## config.mk

```make
export PLATFORM = sky130hd
export DESIGN_NAME = uart_ctrl
export DESIGN_NICKNAME = d
export VERILOG_FILES = /design/src/rtl/uart_ctrl.sv
export SDC_FILE = /design/constraint.sdc
export NUM_CORES = 1
export LEC_CHECK = 0
export BUFFER_PORTS_ARGS = -buffer_cell sky130_fd_sc_hd__buf_2
export CORE_MARGIN = 8
export CORE_UTILIZATION = 60
export CTS_CLUSTER_SIZE = 30
export DETAILED_ROUTE_END_ITERATION = 8
export GPL_TIMING_DRIVEN = 1
export PLACE_DENSITY = 0.76
export SETUP_SLACK_MARGIN = 0.4
export SLEW_MARGIN = 20
export SYNTH_ARGS = -nofsm -noshare
export SYNTH_HDL_FRONTEND = slang
export SYNTH_SLANG_ARGS = --single-unit
```

## constraint.sdc

```tcl
create_clock -name i_clk -period 3.55 [get_ports i_clk]
set_clock_uncertainty 0.2 [all_clocks]
set_input_delay 0.5325 -clock i_clk [delete_from_list [all_inputs] [get_ports i_clk]]
set_output_delay 0.5325 -clock i_clk [all_outputs]
set_load 0.005 [all_outputs]
```

## src/rtl/uart_ctrl.sv

```systemverilog
// uart_ctrl: UART transmitter and receiver sharing one clock, with a small RX FIFO.
//
// Frame: start bit (0), DATA_BITS data bits LSB first, optional even parity, stop bit(s) (1).
//
// Parameters:
//   DATA_BITS    data bits per frame (5..9)
//   CLKS_PER_BIT clock cycles per bit period (>= 8)
//   STOP_BITS    stop bits sent by TX (1 or 2); RX always checks exactly one
//   FIFO_DEPTH   RX FIFO entries (power of two, >= 2)
//
// Ports:
//   i_clk            clock, rising edge
//   i_reset          asynchronous reset, active LOW
//   i_rxd            serial receive line (asynchronous, idle high)
//   o_txd            serial transmit line (idle high)
//   i_tx_data        word to transmit
//   i_tx_valid       i_tx_data valid
//   o_tx_ready       transmitter idle and able to accept a word
//   o_rx_data        head-of-FIFO received word (0 when FIFO empty)
//   o_rx_valid       RX FIFO not empty
//   i_rx_ready       consumer pops the head word when o_rx_valid is high
//   o_rx_frame_err   one-cycle pulse, stop bit sampled low
//   o_rx_overrun     one-cycle pulse, good word dropped because FIFO full
//   o_tx_busy        TX frame in progress
//   o_rx_busy        RX frame in progress
//   o_rx_parity_err  one-cycle pulse, parity mismatch (UART_CTRL_PARITY_EN only)
//
// Configuration macro:
//   UART_CTRL_PARITY_EN  when defined, an even parity bit follows the data on
//                        both TX and RX, and o_rx_parity_err is present.

module uart_ctrl #(
    parameter int DATA_BITS    = 8,
    parameter int CLKS_PER_BIT = 434,
    parameter int STOP_BITS    = 1,
    parameter int FIFO_DEPTH   = 4
) (
    input  logic                 i_clk,
    input  logic                 i_reset,
    input  logic                 i_rxd,
    output logic                 o_txd,
    input  logic [DATA_BITS-1:0] i_tx_data,
    input  logic                 i_tx_valid,
    output logic                 o_tx_ready,
    output logic [DATA_BITS-1:0] o_rx_data,
    output logic                 o_rx_valid,
    input  logic                 i_rx_ready,
    output logic                 o_rx_frame_err,
    output logic                 o_rx_overrun,
    output logic                 o_tx_busy,
    output logic                 o_rx_busy
`ifdef UART_CTRL_PARITY_EN
    ,
    output logic                 o_rx_parity_err
`endif
);

    localparam int TX_CNT_W = $clog2(STOP_BITS * CLKS_PER_BIT);
    localparam int RX_CNT_W = $clog2(CLKS_PER_BIT);
    localparam int BIT_W    = $clog2(DATA_BITS);
    localparam int PTR_W    = $clog2(FIFO_DEPTH);

    localparam logic [TX_CNT_W-1:0] TX_BIT_LAST  = TX_CNT_W'(CLKS_PER_BIT - 1);
    localparam logic [TX_CNT_W-1:0] TX_STOP_LAST = TX_CNT_W'(STOP_BITS * CLKS_PER_BIT - 1);
    localparam logic [TX_CNT_W-1:0] TX_CNT_ONE   = TX_CNT_W'(1);
    localparam logic [RX_CNT_W-1:0] RX_BIT_LAST  = RX_CNT_W'(CLKS_PER_BIT - 1);
    localparam logic [RX_CNT_W-1:0] RX_HALF_LAST = RX_CNT_W'(CLKS_PER_BIT / 2 - 1);
    localparam logic [RX_CNT_W-1:0] RX_CNT_ONE   = RX_CNT_W'(1);
    localparam logic [BIT_W-1:0]    BIT_LAST     = BIT_W'(DATA_BITS - 1);
    localparam logic [BIT_W-1:0]    BIT_ONE      = BIT_W'(1);
    localparam logic [PTR_W-1:0]    PTR_ONE      = PTR_W'(1);
    localparam logic [PTR_W:0]      CNT_ONE      = (PTR_W + 1)'(1);
    localparam logic [PTR_W:0]      FIFO_FULL    = (PTR_W + 1)'(FIFO_DEPTH);

`ifdef UART_CTRL_PARITY_EN
    typedef enum logic [2:0] {TX_IDLE, TX_START, TX_DATA, TX_PARITY, TX_STOP} txState_t;
    typedef enum logic [2:0] {RX_IDLE, RX_START, RX_DATA, RX_PARITY, RX_STOP} rxState_t;
`else
    typedef enum logic [2:0] {TX_IDLE, TX_START, TX_DATA, TX_STOP} txState_t;
    typedef enum logic [2:0] {RX_IDLE, RX_START, RX_DATA, RX_STOP} rxState_t;
`endif

    // ---------------- Transmitter ----------------
    txState_t              r_txState;
    txState_t              w_txStateNext;
    logic [TX_CNT_W-1:0]   r_txCnt;
    logic [BIT_W-1:0]      r_txBitIdx;
    logic [DATA_BITS-1:0]  r_txShift;
    logic                  w_txBitDone;
`ifdef UART_CTRL_PARITY_EN
    logic                  r_txParity;
`endif

    assign w_txBitDone = (r_txCnt == TX_BIT_LAST);

    // TX state register.
    always_ff @(posedge i_clk or negedge i_reset) begin
        if (!i_reset) begin
            r_txState <= TX_IDLE;
        end else begin
            r_txState <= w_txStateNext;
        end
    end

    // TX next state and outputs; txd is decoded from state so reset forces it high at once.
    always_comb begin
        w_txStateNext = r_txState;
        o_tx_ready    = 1'b0;
        o_tx_busy     = 1'b1;
        o_txd         = 1'b1;
        case (r_txState)
            TX_IDLE: begin
                o_tx_ready = 1'b1;
                o_tx_busy  = 1'b0;
                if (i_tx_valid) begin
                    w_txStateNext = TX_START;
                end
            end
            TX_START: begin
                o_txd = 1'b0;
                if (w_txBitDone) begin
                    w_txStateNext = TX_DATA;
                end
            end
            TX_DATA: begin
                o_txd = r_txShift[0];
                if (w_txBitDone && (r_txBitIdx == BIT_LAST)) begin
`ifdef UART_CTRL_PARITY_EN
                    w_txStateNext = TX_PARITY;
`else
                    w_txStateNext = TX_STOP;
`endif
                end
            end
`ifdef UART_CTRL_PARITY_EN
            TX_PARITY: begin
                o_txd = r_txParity;
                if (w_txBitDone) begin
                    w_txStateNext = TX_STOP;
                end
            end
`endif
            TX_STOP: begin
                o_txd = 1'b1;
                if (r_txCnt == TX_STOP_LAST) begin
                    w_txStateNext = TX_IDLE;
                end
            end
            default: begin
                w_txStateNext = TX_IDLE;
            end
        endcase
    end

    // TX datapath: bit timer restarts on every state change, shift register drains LSB first.
    always_ff @(posedge i_clk or negedge i_reset) begin
        if (!i_reset) begin
            r_txCnt    <= '0;
            r_txBitIdx <= '0;
            r_txShift  <= '0;
`ifdef UART_CTRL_PARITY_EN
            r_txParity <= 1'b0;
`endif
        end else begin
            if ((r_txState == TX_IDLE) || (w_txStateNext != r_txState)) begin
                r_txCnt <= '0;
            end else begin
                r_txCnt <= r_txCnt + TX_CNT_ONE;
            end
            if (r_txState == TX_IDLE) begin
                r_txBitIdx <= '0;
                if (i_tx_valid) begin
                    r_txShift <= i_tx_data;
`ifdef UART_CTRL_PARITY_EN
                    r_txParity <= ^i_tx_data;
`endif
                end
            end else if ((r_txState == TX_DATA) && w_txBitDone) begin
                r_txBitIdx <= r_txBitIdx + BIT_ONE;
                r_txShift  <= r_txShift >> 1;
            end
        end
    end

    // ---------------- Receiver ----------------
    rxState_t              r_rxState;
    rxState_t              w_rxStateNext;
    logic                  r_rxSync1;
    logic                  r_rxSync2;
    logic                  r_rxPrev;
    logic [RX_CNT_W-1:0]   r_rxCnt;
    logic [BIT_W-1:0]      r_rxBitIdx;
    logic [DATA_BITS-1:0]  r_rxShift;
    logic                  w_rxFall;
    logic                  w_rxBitDone;
    logic                  w_rxStopSample;
    logic                  w_rxParityOk;
    logic                  w_rxWordGood;
    logic                  r_frameErr;
    logic                  r_overrun;
`ifdef UART_CTRL_PARITY_EN
    logic                  r_rxParityBit;
    logic                  r_parityErr;
`endif

    // Synchroniser and edge history reset low: a line already low after reset
    // must first be seen high before a falling edge can start a frame.
    always_ff @(posedge i_clk or negedge i_reset) begin
        if (!i_reset) begin
            r_rxSync1 <= 1'b0;
            r_rxSync2 <= 1'b0;
            r_rxPrev  <= 1'b0;
        end else begin
            r_rxSync1 <= i_rxd;
            r_rxSync2 <= r_rxSync1;
            r_rxPrev  <= r_rxSync2;
        end
    end

    assign w_rxFall       = r_rxPrev && !r_rxSync2;
    assign w_rxBitDone    = (r_rxCnt == RX_BIT_LAST);
    assign w_rxStopSample = (r_rxState == RX_STOP) && w_rxBitDone;
`ifdef UART_CTRL_PARITY_EN
    assign w_rxParityOk   = ((^r_rxShift) == r_rxParityBit);
`else
    assign w_rxParityOk   = 1'b1;
`endif
    assign w_rxWordGood   = w_rxStopSample && r_rxSync2 && w_rxParityOk;

    // RX state register.
    always_ff @(posedge i_clk or negedge i_reset) begin
        if (!i_reset) begin
            r_rxState <= RX_IDLE;
        end else begin
            r_rxState <= w_rxStateNext;
        end
    end

    // RX next state; START samples at half a bit to reject glitches, later bits at bit centres.
    always_comb begin
        w_rxStateNext = r_rxState;
        o_rx_busy     = 1'b1;
        case (r_rxState)
            RX_IDLE: begin
                o_rx_busy = 1'b0;
                if (w_rxFall) begin
                    w_rxStateNext = RX_START;
                end
            end
            RX_START: begin
                if (r_rxCnt == RX_HALF_LAST) begin
                    w_rxStateNext = r_rxSync2 ? RX_IDLE : RX_DATA;
                end
            end
            RX_DATA: begin
                if (w_rxBitDone && (r_rxBitIdx == BIT_LAST)) begin
`ifdef UART_CTRL_PARITY_EN
                    w_rxStateNext = RX_PARITY;
`else
                    w_rxStateNext = RX_STOP;
`endif
                end
            end
`ifdef UART_CTRL_PARITY_EN
            RX_PARITY: begin
                if (w_rxBitDone) begin
                    w_rxStateNext = RX_STOP;
                end
            end
`endif
            RX_STOP: begin
                if (w_rxBitDone) begin
                    w_rxStateNext = RX_IDLE;
                end
            end
            default: begin
                w_rxStateNext = RX_IDLE;
            end
        endcase
    end

    // RX datapath and error pulses.
    always_ff @(posedge i_clk or negedge i_reset) begin
        if (!i_reset) begin
            r_rxCnt    <= '0;
            r_rxBitIdx <= '0;
            r_rxShift  <= '0;
            r_frameErr <= 1'b0;
            r_overrun  <= 1'b0;
`ifdef UART_CTRL_PARITY_EN
            r_rxParityBit <= 1'b0;
            r_parityErr   <= 1'b0;
`endif
        end else begin
            if ((r_rxState == RX_IDLE) || (w_rxStateNext != r_rxState)) begin
                r_rxCnt <= '0;
            end else begin
                r_rxCnt <= r_rxCnt + RX_CNT_ONE;
            end
            if (r_rxState == RX_IDLE) begin
                r_rxBitIdx <= '0;
            end else if ((r_rxState == RX_DATA) && w_rxBitDone) begin
                r_rxBitIdx <= r_rxBitIdx + BIT_ONE;
                r_rxShift  <= {r_rxSync2, r_rxShift[DATA_BITS-1:1]};
            end
`ifdef UART_CTRL_PARITY_EN
            if ((r_rxState == RX_PARITY) && w_rxBitDone) begin
                r_rxParityBit <= r_rxSync2;
            end
            r_parityErr <= w_rxStopSample && r_rxSync2 && !w_rxParityOk;
`endif
            r_frameErr <= w_rxStopSample && !r_rxSync2;
            r_overrun  <= w_rxWordGood && w_fifoFull && !w_pop;
        end
    end

    assign o_rx_frame_err = r_frameErr;
    assign o_rx_overrun   = r_overrun;
`ifdef UART_CTRL_PARITY_EN
    assign o_rx_parity_err = r_parityErr;
`endif

    // ---------------- RX FIFO ----------------
    logic [DATA_BITS-1:0] r_fifoMem [FIFO_DEPTH];
    logic [PTR_W-1:0]     r_wrPtr;
    logic [PTR_W-1:0]     r_rdPtr;
    logic [PTR_W:0]       r_fifoCount;
    logic                 w_fifoFull;
    logic                 w_pop;
    logic                 w_push;

    assign w_fifoFull = (r_fifoCount == FIFO_FULL);
    assign o_rx_valid = (r_fifoCount != '0);
    assign w_pop      = o_rx_valid && i_rx_ready;
    // A pop in the same cycle frees the slot, so a full FIFO can still accept.
    assign w_push     = w_rxWordGood && (!w_fifoFull || w_pop);
    assign o_rx_data  = o_rx_valid ? r_fifoMem[r_rdPtr] : '0;

    // Storage needs no reset; the output is masked while the FIFO is empty.
    always_ff @(posedge i_clk) begin
        if (w_push) begin
            r_fifoMem[r_wrPtr] <= r_rxShift;
        end
    end

    // Pointers wrap naturally because FIFO_DEPTH is a power of two.
    always_ff @(posedge i_clk or negedge i_reset) begin
        if (!i_reset) begin
            r_wrPtr     <= '0;
            r_rdPtr     <= '0;
            r_fifoCount <= '0;
        end else begin
            if (w_push) begin
                r_wrPtr <= r_wrPtr + PTR_ONE;
            end
            if (w_pop) begin
                r_rdPtr <= r_rdPtr + PTR_ONE;
            end
            if (w_push && !w_pop) begin
                r_fifoCount <= r_fifoCount + CNT_ONE;
            end else if (!w_push && w_pop) begin
                r_fifoCount <= r_fifoCount - CNT_ONE;
            end
        end
    end

endmodule

```

Yosys cells after proc, flatten, opt, wreduce, memory -nomap -nowiden
Memories as Yosys holds them, arrays and structs flattened.
Cells that the tools add are included.
{"block": "word_totals", "register_bits": 58, "ramBits": 32, "wordCells": 99, "mem_count": 1}
{"name": "r_fifoMem", "words": 4, "word_bits": 8, "rd": 1, "rd_ports_with_merged_regs": 0, "wr": 1, "line": "324", "text": "logic [DATA_BITS-1:0] r_fifoMem [FIFO_DEPTH];"}
{"block": "classes", "n_addsub": 8, "n_eq_ne": 15, "muxes": 29, "bitwise_logic": 1, "n_reduce_logical": 29}
{"op": "3-bit two-way mux", "n": 14}
{"op": "8-bit two-way mux", "n": 4}
{"op": "3-bit case mux with 4 select lines", "n": 2}
{"op": "9-bit by 1-bit adder with 9-bit output, second input constant", "n": 2}
{"op": "9-bit equality test, second input constant", "n": 2}
{"op": "9-bit two-way mux", "n": 2}
{"op": "1-bit logical AND", "n": 14}
{"op": "3-bit by 2-bit equality test with 1-bit output, second input constant", "n": 4}
{"op": "3-bit by 1-bit adder with 3-bit output, second input constant", "n": 3}
{"op": "3-bit equality test, second input constant", "n": 3}
{"op": "9-bit by 8-bit equality test with 1-bit output, second input constant", "n": 1}
{"op": "3-bit by 1-bit equality test with 1-bit output, second input constant", "n": 2}
{"op": "3-bit logical NOT", "n": 2}
{"op": "3-bit != test", "n": 2}
{"op": "2-bit nonzero test", "n": 3}
{"op": "1-bit two-way mux", "n": 5}
{"op": "2-bit by 1-bit adder with 2-bit output, second input constant", "n": 2}
{"op": "1-bit logical NOT", "n": 4}
{"op": "2-bit AND reduction", "n": 2}
{"op": "1-bit logical OR", "n": 3}
{"op": "3-bit nonzero test", "n": 1}
{"op": "3-bit by 1-bit subtractor with 3-bit output, second input constant", "n": 1}
{"op": "2-bit two-way mux", "n": 1}
{"op": "2-bit != test, second input constant", "n": 1}
{"op": "other kinds (2)", "n": 2}

Logic depth before layout (Yosys ltp)
Gate-level depths: netlist of run 1.
{"block": "depth", "word_depth": 8, "depth_mapped": 11, "ltp_nobuf": 11}

Worst setup path after synthesis of run 1
No wires, ideal clock.
{"block": "synth_path", "path_kind": "register to register", "from": "register r_rxCnt[1]", "to": "register r_fifoCount[2]", "arrival_ns": 2.288, "t_required_ns": 3.271, "slack_ns": 0.983, "stages_incl_launch_ff": 12, "cell_sequence": "dfrtp_1 -> inv_1 -> ha_1 -> and4bb_4 -> nand2_4 -> nor3_4 -> ha_1 -> inv_1 -> fa_1 -> xor2_1 -> nor2_1 -> xor2_1"}
{"block": "synth_via", "elab_chain_len": 7, "word_cells_on_any_way": 9, "cone_classes": "eq/ne (1); mux (1); reduce/logical (7)"}
{"item": "from (decl)", "line": "191", "text": "logic [RX_CNT_W-1:0] r_rxCnt;"}
{"item": "from (signal assigned)", "line": "298", "text": "r_rxCnt <= r_rxCnt + RX_CNT_ONE;"}
{"item": "9-bit equality test *", "line": "221", "text": "assign w_rxBitDone = (r_rxCnt == RX_BIT_LAST);"}
{"item": "1-bit logical AND *", "line": "222", "text": "assign w_rxStopSample = (r_rxState == RX_STOP) && w_rxBitDone;"}
{"item": "1-bit logical AND *", "line": "228", "text": "assign w_rxWordGood = w_rxStopSample && r_rxSync2 && w_rxParityOk;"}
{"item": "1-bit logical AND *", "line": "336", "text": "assign w_push = w_rxWordGood && (!w_fifoFull || w_pop);"}
{"item": "net w_push", "line": "330", "text": "logic w_push;"}
{"item": "1-bit logical NOT", "line": "361", "text": "end else if (!w_push && w_pop) begin"}
{"item": "1-bit logical AND", "line": "361"}
{"item": "2-bit nonzero test (no line)"}
{"item": "to (signal assigned)", "line": "360", "text": "r_fifoCount <= r_fifoCount + CNT_ONE;"}
{"item": "to (signal assigned)", "line": "362", "text": "r_fifoCount <= r_fifoCount - CNT_ONE;"}
{"item": "to (decl)", "line": "327", "text": "logic [PTR_W:0] r_fifoCount;"}
The timed path passes the listed nets; every way through them passes the cells marked *.
A chain may end at the register's enable or synchronous reset.

Worst setup path in the final report of run 1
Ends and elaborated chain as after synthesis.

==> results.cfg, run 1 <==
[run_status]
status = completed

[detailed_routing]
wl_met2_um = 3530
met3_length_um = 217
drtIter0Drc = 109
firstDrtPassIters = 4
vias = 2404
drcViolationCount = 0
wire_per_inst_um = 16.4
drt-vias-per-instance = 5.68
ant_nets = 0
wl_met1_um = 3120
wirelength_um = 6930
highest_layer = met4

[sta]
rsz0062_at_grt = no
post-route-period-util_pct = 78.9
drv_slew = 0
setup_ws_ns = 0.750
fmaxAchievable_mhz = 357
tns_ns = 0
setup_violations = 0
worst_pin_slew_ns = 0.587
slew_headroom_pct = 60.9
finalCriticalPeriod_ns = 2.80
hold_ws_ns = 0.0967
final_hold_viol_count = 0

[setup_path]
critical-path-slowest-cell = dfrtp_1
worst-path-buf-inv = 2
start_kind = flip-flop
required_ns = 3.61
crit_path_end_kind = flip-flop
path_delay_family = simple AND/OR/NAND/NOR gates
path_depth = 11
critPathMaxStageDelay_ns = 0.42
path_class = reg2reg
critPathArrivalTime_ns = 2.86
worstPathMaxFanout = 7
crit_chain = inv_1 > ha_1 > and4bb_4 > nand2_4 > nor3_4 > ha_1 > inv_1 > fa_1 > xor2_1 > nor2_1 > xor2_1
worstRegToRegCells = 11

[pwr]
pwr_density_cell_nw_per_um2 = 473
p_leak_nw = 1.97
ir_drop_mv = 0.240

[logic_synthesis]
synth_top_flop_cell = dfrtp_1
synth_area_um2 = 4160
synth_cell_types = 54
netlist_instances = 303
ys_seq_area_share_pct = 57.9
async_flop_share_pct = 64.4
ys_warn_count = 0
synth_seq_cells = 90
synth-edff-count = 32
avgSynthCellArea_um2 = 13.7

[layout]
drive_gt1_share_pct = 26.8
nNetsFinal = 366
synthToLayoutAreaGrowth_pct = 10.1
antennaDiodeCount = 0

[clock_tree]
clk_pin_slew_ns = 0.09
numCtsBuffers = 9
cts_setup_buffers = 0
cts_sinks = 90
clock_latency_ns = 0.34
root_buffer = clkbuf_8
clockBufferDepth = 2
holdBufCountCts = 1
htreeDepth = 3
cts_tree = built
cts_resized = 0

[die]
num_rows = 30
die_area_um2 = 9860
floorplan.initialDensity_pct = 61.6
pin_count = 28
die_w_um = 99.3
core_um2 = 6760
dieHeight_um = 99.3

[worst_hold_path]
worst_hold_path.num_cells = 1
hold_class = in2reg

[placement]
gp_congestion = 0.845
io_buffer_count = 27
pre_cts_ws_ns = 0.781
hpwl_um = 4840

[global_routing]
grt_pass1_vias = 2599
antenna_found_initial = 0
track_usage_pct = 14.9
grt.overflow.total = 0
grt_max_degree = 42
grt_first_pass_wirelength_um = 12000

[flow_run]
drv_cap = 0
## worst paths after layout
| check | startpoint | end | slack (ns) |
|---|---|---|---|
| worst min-delay path | i_rxd | r_rxSync1 | 0.1 |
| max in group asynchronous | i_reset | r_txBitIdx[1] | 1.83 |
| worst max register to register | r_rxCnt[1] | r_fifoCount[2] | 0.75 |
| min in group asynchronous | i_reset | r_txShift[4] | 0.45 |
| worst max-delay path | r_rxCnt[1] | r_fifoCount[2] | 0.75 |
| worst min register to register | r_rxSync1 | r_rxSync2 | 0.16 |
## stage by stage
step / total power [mW] / area, um2 / instances / utilization, %
5_1_grt: 2.27 / 4580 / 423 / 67.8
4_1_cts: 2.19 / 4580 / 423 / 67.8
6_report: 2.17 / 4580 / 423 / 67.8
3_5_place_dp: 1.51 / 4370 / 406 / 64.7
2_1_floorplan: 1.43 / 4170 / 304 / -
3_3_place_gp: 1.50 / 4370 / 406 / 64.7
## cell type report
| cell class | instances | area, um2 |
|---|---|---|
| clock buffer | 9 | 124 |
| clock inverter | 7 | 77.6 |
| fill | 506 | 2170 |
| inverter | 15 | 56.3 |
| multi-input combinational | 193 | 1660 |
| sequential | 90 | 2410 |
| tap | 80 | 100 |
| timing repair buffer | 29 | 153 |
## state kept, by name, indices dropped and copies added, names as in the netlist
| name | flops |
|---|---|
| r_rxSync1 | 1 |
| r_rxBitIdx | 3 |
| r_txCnt | 9 |
| r_txState | 3 |
| r_rxState | 3 |
| r_rdPtr | 2 |
| r_txShift | 8 |
| o_rx_overrun | 1 |
| r_rxShift | 8 |
| r_fifoMem | 32 |
| r_fifoCount | 3 |
| r_rxSync2 | 1 |
| r_rxPrev | 1 |
| r_rxCnt | 9 |
| r_wrPtr | 2 |
| o_rx_frame_err | 1 |
| r_txBitIdx | 3 |
## per-layer routing
metal	up-vias	GRT usage [%]
li1	1154	-
met1	1201	17.8
met2	40	26.5
met3	9	3.07
met4	0	4.31
met5	-	0
## cells by family (layout without fill, tap and decap cells)
kind of cell             count (synthesis)  count (layout)  share of synthesized area [%]
AO/OA/AOI/OAI                           19              19                           3.64
XOR/XNOR                                21              21                           4.42
adder cells (fa/ha/maj)                 15              15                           4.69
buffers and inverters                   21              60                           2.28
flip-flops                              90              90                           57.9
multiplexers                            36              36                           12.4
other                                    1               2                         0.0901
AND/OR/NAND/NOR                        100             100                           14.5
## cell usage in the layout (no fill, tap or decap), types with 2 or more instances in the layout
master and n:
inv_1 15, edfxtp_1 32, or3_1 2, a22oi_1 2
nand2_1 15, mux2_2 17, nand4_1 5, nand3_1 11
buf_2 27, and2_1 11, dfrtp_1 58, mux2_4 7
nor2_1 19, conb_1 2, nor3_1 14, a21oi_1 3
xnor2_1 12, clkinvlp_4 3, and4b_2 2, a311oi_1 2
mux2i_1 4, ha_1 14, mux4_2 8, o21ai_0 5
clkbuf_8 9, xor2_1 9, a31oi_1 3
## report_power, final
group | leakage (nW) | switching [mW] | total [mW] | internal [mW]
combinational | 0.730 | 0.0926 | 0.237 | 0.144
sequential | 1.14 | 0.0995 | 1.24 | 1.14
clock | 0.0938 | 0.361 | 0.692 | 0.331
total | 1.97 | 0.553 | 2.17 | 1.61
## cells in the mapped netlist (3+ instances only)
cell	n	area share, %
inv_1	15	1.4
mux2_2	17	4.6
and2_1	11	1.7
mux2_4	7	2.5
ha_1	14	4.2
mux2i_1	4	0.96
a21oi_1	3	0.36
nand4_1	5	0.75
xor2_1	9	1.9
nor2_1	19	1.7
a31oi_1	3	0.45
o21ai_0	5	0.60
nand3_1	11	1.3
xnor2_1	12	2.5
mux4_2	8	4.3
dfrtp_1	58	35
nor3_1	14	1.7
edfxtp_1	32	23
nand2_1	15	1.4
(Power assumes the default switching activity.)
==> inputs of run 2 (changes only) <==
==> constraint.sdc (replaced) <==
create_clock -name i_clk -period 2.9 [get_ports i_clk]
set_clock_uncertainty 0.2 [all_clocks]
set_input_delay 0.435 -clock i_clk [delete_from_list [all_inputs] [get_ports i_clk]]
set_output_delay 0.435 -clock i_clk [all_outputs]
set_load 0.005 [all_outputs]
==> results.cfg, run 2 (synthesis gave the netlist of run 1 again) <==
[run_status]
status = completed

[sta]
setup_violations = 0
post-route-period-util_pct = 85.2
setup_ws_ns = 0.430
final_hold_viol_count = 0
finalCriticalPeriod_ns = 2.47
drv_slew = 0
fmaxAchievable_mhz = 405
tns_ns = 0
rsz0062_at_grt = yes

[pwr]
p_comb_share_pct = 11.7
pwr-share-clk_pct = 31.3
pwr_density_cell_nw_per_um2 = 572
p_int_mw = 1.93
sw_frac_of_total_pct = 27.9
ir_drop_mv = 0.304
p_leak_nw = 2.02
p_switching_uw = 744
pwr-share-seq_pct = 57.0

[layout]
antennaDiodeCount = 0
final_cell_mix = dfrtp_1 (57), edfxtp_1 (32), buf_2 (27), nor2_1 (19), mux2_2 (17)
utilization_pct = 69.1
layout_commonest_cell = dfrtp_1
nNetsFinal = 376
largestRegisters = r_fifoMem (32), r_rxCnt (9), r_txCnt (9)
largest_reg_flops = 32
layoutNonFillerInstCount = 433
largest_register = r_fifoMem
drive_gt1_share_pct = 30.6
design_area_um2 = 4670
synthToLayoutAreaGrowth_pct = 12.2

[placement]
hpwl_um = 4890
pre_cts_ws_ns = 0.368
dpl_cell_area_um2 = 4400
io_buffer_count = 27
placed_cells = 409
gp_congestion = 0.859

[setup_path]
worstPathMaxFanout = 3
required_ns = 2.99
path_class = reg2reg
worstRegToRegCells = 11
start_kind = flip-flop
path_depth = 11
cp-endpoint = r_fifoCount[2]
r2r_setup_slack_ns = 0.43
critPathMaxStageDelay_ns = 0.41
critical-path-slowest-cell = dfrtp_1
cp-startpoint = r_rxCnt[1]
crit_chain = inv_2 > ha_4 > and4bb_4 > nand2_4 > nor3_4 > ha_2 > inv_2 > fa_2 > xor2_1 > nor2_1 > xor2_1
critPathArrivalTime_ns = 2.56
crit_path_end_kind = flip-flop
worst-path-buf-inv = 2
r2r_end = r_fifoCount[2]
r2r-start = r_rxCnt[1]
path_delay_family = adder cells

[detailed_routing]
vias = 2443
drcViolationCount = 0
drt-vias-per-instance = 5.64
drtIter0Drc = 88
ant_nets = 0
wirelength_um = 7190
wire_per_inst_um = 16.6
firstDrtPassIters = 4

[clock_tree]
clock_latency_ns = 0.37
clockBufferDepth = 2
cts_sinks = 90
clk_pin_slew_ns = 0.09
root_buffer = clkbuf_8
numCtsBuffers = 9
cts_tree = built
htreeDepth = 3

[flow_run]
drv_cap = 0

[global_routing]
grt.overflow.total = 0
grt_pass1_vias = 2527
grt_max_degree = 22
track_usage_pct = 15.9
grt_first_pass_wirelength_um = 12500
antenna_found_initial = 0

[die]
num_rows = 30
pin_count = 28
dieHeight_um = 99.3
core_um2 = 6760
floorplan.initialDensity_pct = 61.6
die_area_um2 = 9860
die_w_um = 99.3

[worst_hold_path]
hold_class = in2reg
run 2: changes by cell type in the layout (fill, tap and decap cells not counted), sizes merged:
cell	delta
bufinv	-1
inv	+4
dlygate4sd3	+1
buf	+9
clkinvlp	-3
run 2: tightest hold or removal path: stages:
cell,delay (ns)
buf_2,0.09
nand2_1,0.05
mux2i_1,0.06
run 2: area by class of cell:
type / instances / area, um2
fillers: 471 / 2080
flip-flops and latches: 90 / 2420
clock buffers: 9 / 124
multi-input cells: 193 / 1680
inverters: 15 / 56.3
clock inverters: 7 / 66.3
well taps: 80 / 100
repair buffers: 39 / 230
run 2: power by group through the flow:
stage	Combinational, mW	Clock [mW]	Sequential, mW
2_1_floorplan	0.290	0	1.47
3_3_place_gp	0.297	0	1.54
3_5_place_dp	0.312	0	1.55
4_1_cts	0.316	0.855	1.52
5_1_grt	0.349	0.904	1.55
6_report	0.312	0.836	1.52
run 2: stage by stage:
stage / hold slack [ns] / total power, mW
after CTS: 0.0927 / 2.69
after global placement: 0.134 / 1.84
after floorplan: -0.0606 / 1.76
after detailed placement: 0.150 / 1.86
final: 0.109 / 2.67
after global routing: 0.110 / 2.80
run 2: layer usage:
layer / track usage [%] / wire length, um / share of wire, %
met5: 0 / 0 / 0
met4: 5.24 / 50 / 0.70
met3: 5.10 / 360 / 5.0
met2: 25.2 / 3390 / 47
met1: 20.3 / 3390 / 47
run 2: what timing repair did:
action / CTS / global route
endpoints found under the setup margin: 9 / 5
pin swaps: 0 / 6
resized for setup: 2 / 5
hold buffers: 2 / 0
endpoints found under the hold margin: 20 / 0
setup buffers: 3 / 3
run 2: worst min-delay path by stage:
stage	start	to	cells past startpoint	slack (ns)
2_1_floorplan	i_reset	o_rx_frame_err	0	-0.06
3_3_place_gp	r_rxSync1	r_rxSync2	0	0.13
3_5_place_dp	r_rxSync1	r_rxSync2	0	0.15
4_1_cts	i_tx_data[7]	r_txShift[7]	3	0.09
5_1_grt	i_tx_data[7]	r_txShift[7]	3	0.11
6_report	i_tx_data[7]	r_txShift[7]	3	0.11
==> inputs of run 3 (changes only) <==
--- a/config.mk
+++ b/config.mk
@@ -5,6 +5,7 @@
 export SDC_FILE = /design/constraint.sdc
 export NUM_CORES = 1
 export LEC_CHECK = 0
+export ABC_AREA = 1
 export BUFFER_PORTS_ARGS = -buffer_cell sky130_fd_sc_hd__buf_2
 export CORE_MARGIN = 8
 export CORE_UTILIZATION = 60
@@ -12,6 +13,7 @@
 export DETAILED_ROUTE_END_ITERATION = 8
 export GPL_TIMING_DRIVEN = 1
 export PLACE_DENSITY = 0.76
+export RECOVER_POWER = 25
 export SETUP_SLACK_MARGIN = 0.4
 export SLEW_MARGIN = 20
 export SYNTH_ARGS = -nofsm -noshare
==> results.cfg, run 3 <==
[layout]
nNetsFinal = 504
final_cell_mix = nor2_1 (71), nand2_1 (68), dfrtp_1 (56), inv_1 (46), edfxtp_1 (32)
largestRegisters = r_fifoMem (32), r_rxCnt (9), r_txCnt (9)
drive_gt1_share_pct = 18.1
synthToLayoutAreaGrowth_pct = 14.9
multiInputGateArea_um2 = 1490
largest_register = r_fifoMem
design_area_um2 = 4730
antennaDiodeCount = 0
layout_commonest_cell = nor2_1
largest_reg_flops = 32
fillCellCount = 516
seq_area_um2 = 2410

[sta]
slew_headroom_pct = 33.5
finalCriticalPeriod_ns = 2.39
worst_pin_slew_ns = 0.997
tns_ns = 0
rsz0062_at_grt = yes
setup_violations = 0
fmaxAchievable_mhz = 418
final_hold_viol_count = 0
drv_slew = 0
post-route-period-util_pct = 82.6

[worst_hold_path]
worstHoldStart = i_tx_data[7]
hold_class = in2reg

[setup_path]
r2r-start = r_rxCnt[1]
critical-path-slowest-cell = dfrtp_1
worst-path-buf-inv = 4
required_ns = 2.95
crit_chain = inv_2 > ha_4 > nand2_1 > inv_1 > nand2_2 > nor2_4 > nand2_2 > nor2_2 > nand2_2 > inv_2 > ha_2 > inv_2 > fa_2 > a21oi_2 > o21ai_1 > xor2_1
cp-startpoint = r_rxCnt[1]
crit_path_end_kind = flip-flop
critPathArrivalTime_ns = 2.44
start_kind = flip-flop
critPathMaxStageDelay_ns = 0.39
path_class = reg2reg
path_delay_family = adder cells
worstPathMaxFanout = 3

[detailed_routing]
wirelength_um = 7710
vias = 2918
wire_per_inst_um = 13.7
drt-vias-per-instance = 5.20
firstDrtPassIters = 4
drcViolationCount = 0
drtIter0Drc = 101
ant_nets = 0

[placement]
io_buffer_count = 27
hpwl_um = 5220
gp_congestion = 0.821
dpl_cell_area_um2 = 4370

[clock_tree]
clk_pin_slew_ns = 0.09
cts_tree = built
htreeDepth = 3
clockBufferDepth = 2
clock_latency_ns = 0.36
root_buffer = clkbuf_8
numCtsBuffers = 9
cts_sinks = 90

[die]
floorplan.initialDensity_pct = 61.2
core_um2 = 6720
pin_count = 28
die_area_um2 = 9760
die_w_um = 98.8
dieHeight_um = 98.8
num_rows = 30

[logic_synthesis]
synth_fa_ha_area_share_pct = 4.74
async_flop_share_pct = 64.4
synth_cell_types = 33
yosys.area.top_type_share_pct = 35.3
yosys.area_share.simple_pct = 19.6
synth-xor-area-share_pct = 2.77
synth_top_family_by_area = simple AND/OR/NAND/NOR gates
synth_most_common_cell = nor2_1
netlist_instances = 424
synth_seq_cells = 90
synth_area_um2 = 4110
avgSynthCellArea_um2 = 9.70
netlist.top_cell.by_area = dfrtp_1
ys_top_cells_by_count = nor2_1 (73), nand2_1 (71), dfrtp_1 (58)
ys_seq_area_share_pct = 58.6
synth_top_flop_cell = dfrtp_1
synthMuxAreaShare_pct = 0.547
synth_compound_area_share_pct = 7.45
synth_area_leaders = dfrtp_1 (35%), edfxtp_1 (23%), nor2_1 (6.7%), nand2_1 (6.5%), inv_1 (4.4%)
synth-edff-count = 32
ys_warn_count = 0

[global_routing]
grt.overflow.total = 0
grt_max_degree = 29
antenna_found_initial = 0
track_usage_pct = 16.5
grt_pass1_vias = 2797
grt_first_pass_wirelength_um = 12800

[pwr]
p_leak_nw = 2.20
pwr_density_cell_nw_per_um2 = 654
ir_drop_mv = 0.323

[flow_run]
drv_cap = 0

[run_status]
status = completed
run 3: cell count changes after synthesis, moves of 4 or more:
cell     change
nand2_1     +56
nor2_1      +54
inv_1       +33
o21ai_0     +23
a21oi_1     +19
mux2_2      -15
and2_1      -11
nand3_1     +10
xnor2_1      -9
mux4_2       -8
nor3_1       -8
mux2_4       -7
mux2i_1      -4
run 3: metal layers:
metal | GRT usage (%) | part of all wire, % | vias to the layer above
met5 | 0 | 0 | -
met4 | 7.44 | 1.6 | 0
met3 | 4.51 | 4.0 | 11
met2 | 27.1 | 50 | 46
met1 | 19.7 | 45 | 1391
li1 | - | - | 1470
run 3: kinds of logic after synthesis:
| group | count (synthesis) |
|---|---|
| compound gates | 57 |
| xor+xnor | 13 |
| fa+ha+maj | 15 |
| buf+inv | 60 |
| flops | 90 |
| mux | 2 |
| other cells | 1 |
| simple gates | 186 |
run 3: worst paths after layout:
check	slack (ns)	to	depth (start not counted)
worst max-delay path	0.51	r_fifoCount[2]	16
worst min-delay path	0.10	r_txShift[7]	3
worst max register to register	0.51	r_fifoCount[2]	16
worst min register to register	0.16	r_rxSync2	0
max in group asynchronous	0.71	r_rdPtr[1]	3
min in group asynchronous	0.41	r_txShift[5]	2
run 3: where the power goes:
group          leakage (nW)  switching, mW  total (mW)  internal [mW]
sequential             1.12         0.0973        1.48           1.39
combinational         0.967          0.346       0.614          0.268
clock                 0.115          0.422       0.994          0.572
total                  2.20          0.865        3.09           2.23
run 3: metrics by stage:
stage / util, % / setup WS, ns / hold WS, ns / power, mW / cells
finish: 70.4 / 0.505 / 0.104 / 3.09 / 561
global route: 70.4 / 0.286 / 0.0986 / 3.25 / 561
floorplan: - / 0.412 / -0.0606 / 1.89 / 425
CTS: 69.6 / 0.391 / 0.0977 / 3.11 / 556
global placement: 65.1 / 0.287 / 0.130 / 2.08 / 534
detailed placement: 65.1 / 0.220 / 0.131 / 2.11 / 534
run 3: worst reg2reg max path: cells and delay by family (launching register included):
family / cells / cell delay, ns
XOR/XNOR: 1 / 0.15
AND/OR/NAND/NOR: 6 / 0.45
buffers and inverters: 4 / 0.25
adder cells (fa/ha/maj): 3 / 0.66
flip-flops: 1 / 0.39
AO/OA/AOI/OAI: 2 / 0.20
run 3: layout make-up:
class | count | share of cell area (%)
flip-flops and latches | 90 | 51.1
multi-input cells | 275 | 31.6
repair buffers | 47 | 6.03
inverters | 53 | 4.24
clock buffers | 11 | 2.78
clock inverters | 5 | 2.17
well taps | 80 | 2.12
run 3: what timing repair did:
item | CTS | global route
buffers inserted | 4 | 5
endpoints found under the setup margin | 5 | 6
pin swaps | 2 | 4
hold buffers | 2 | 0
gates resized for setup | 7 | 8
endpoints found under the hold margin | 12 | 0
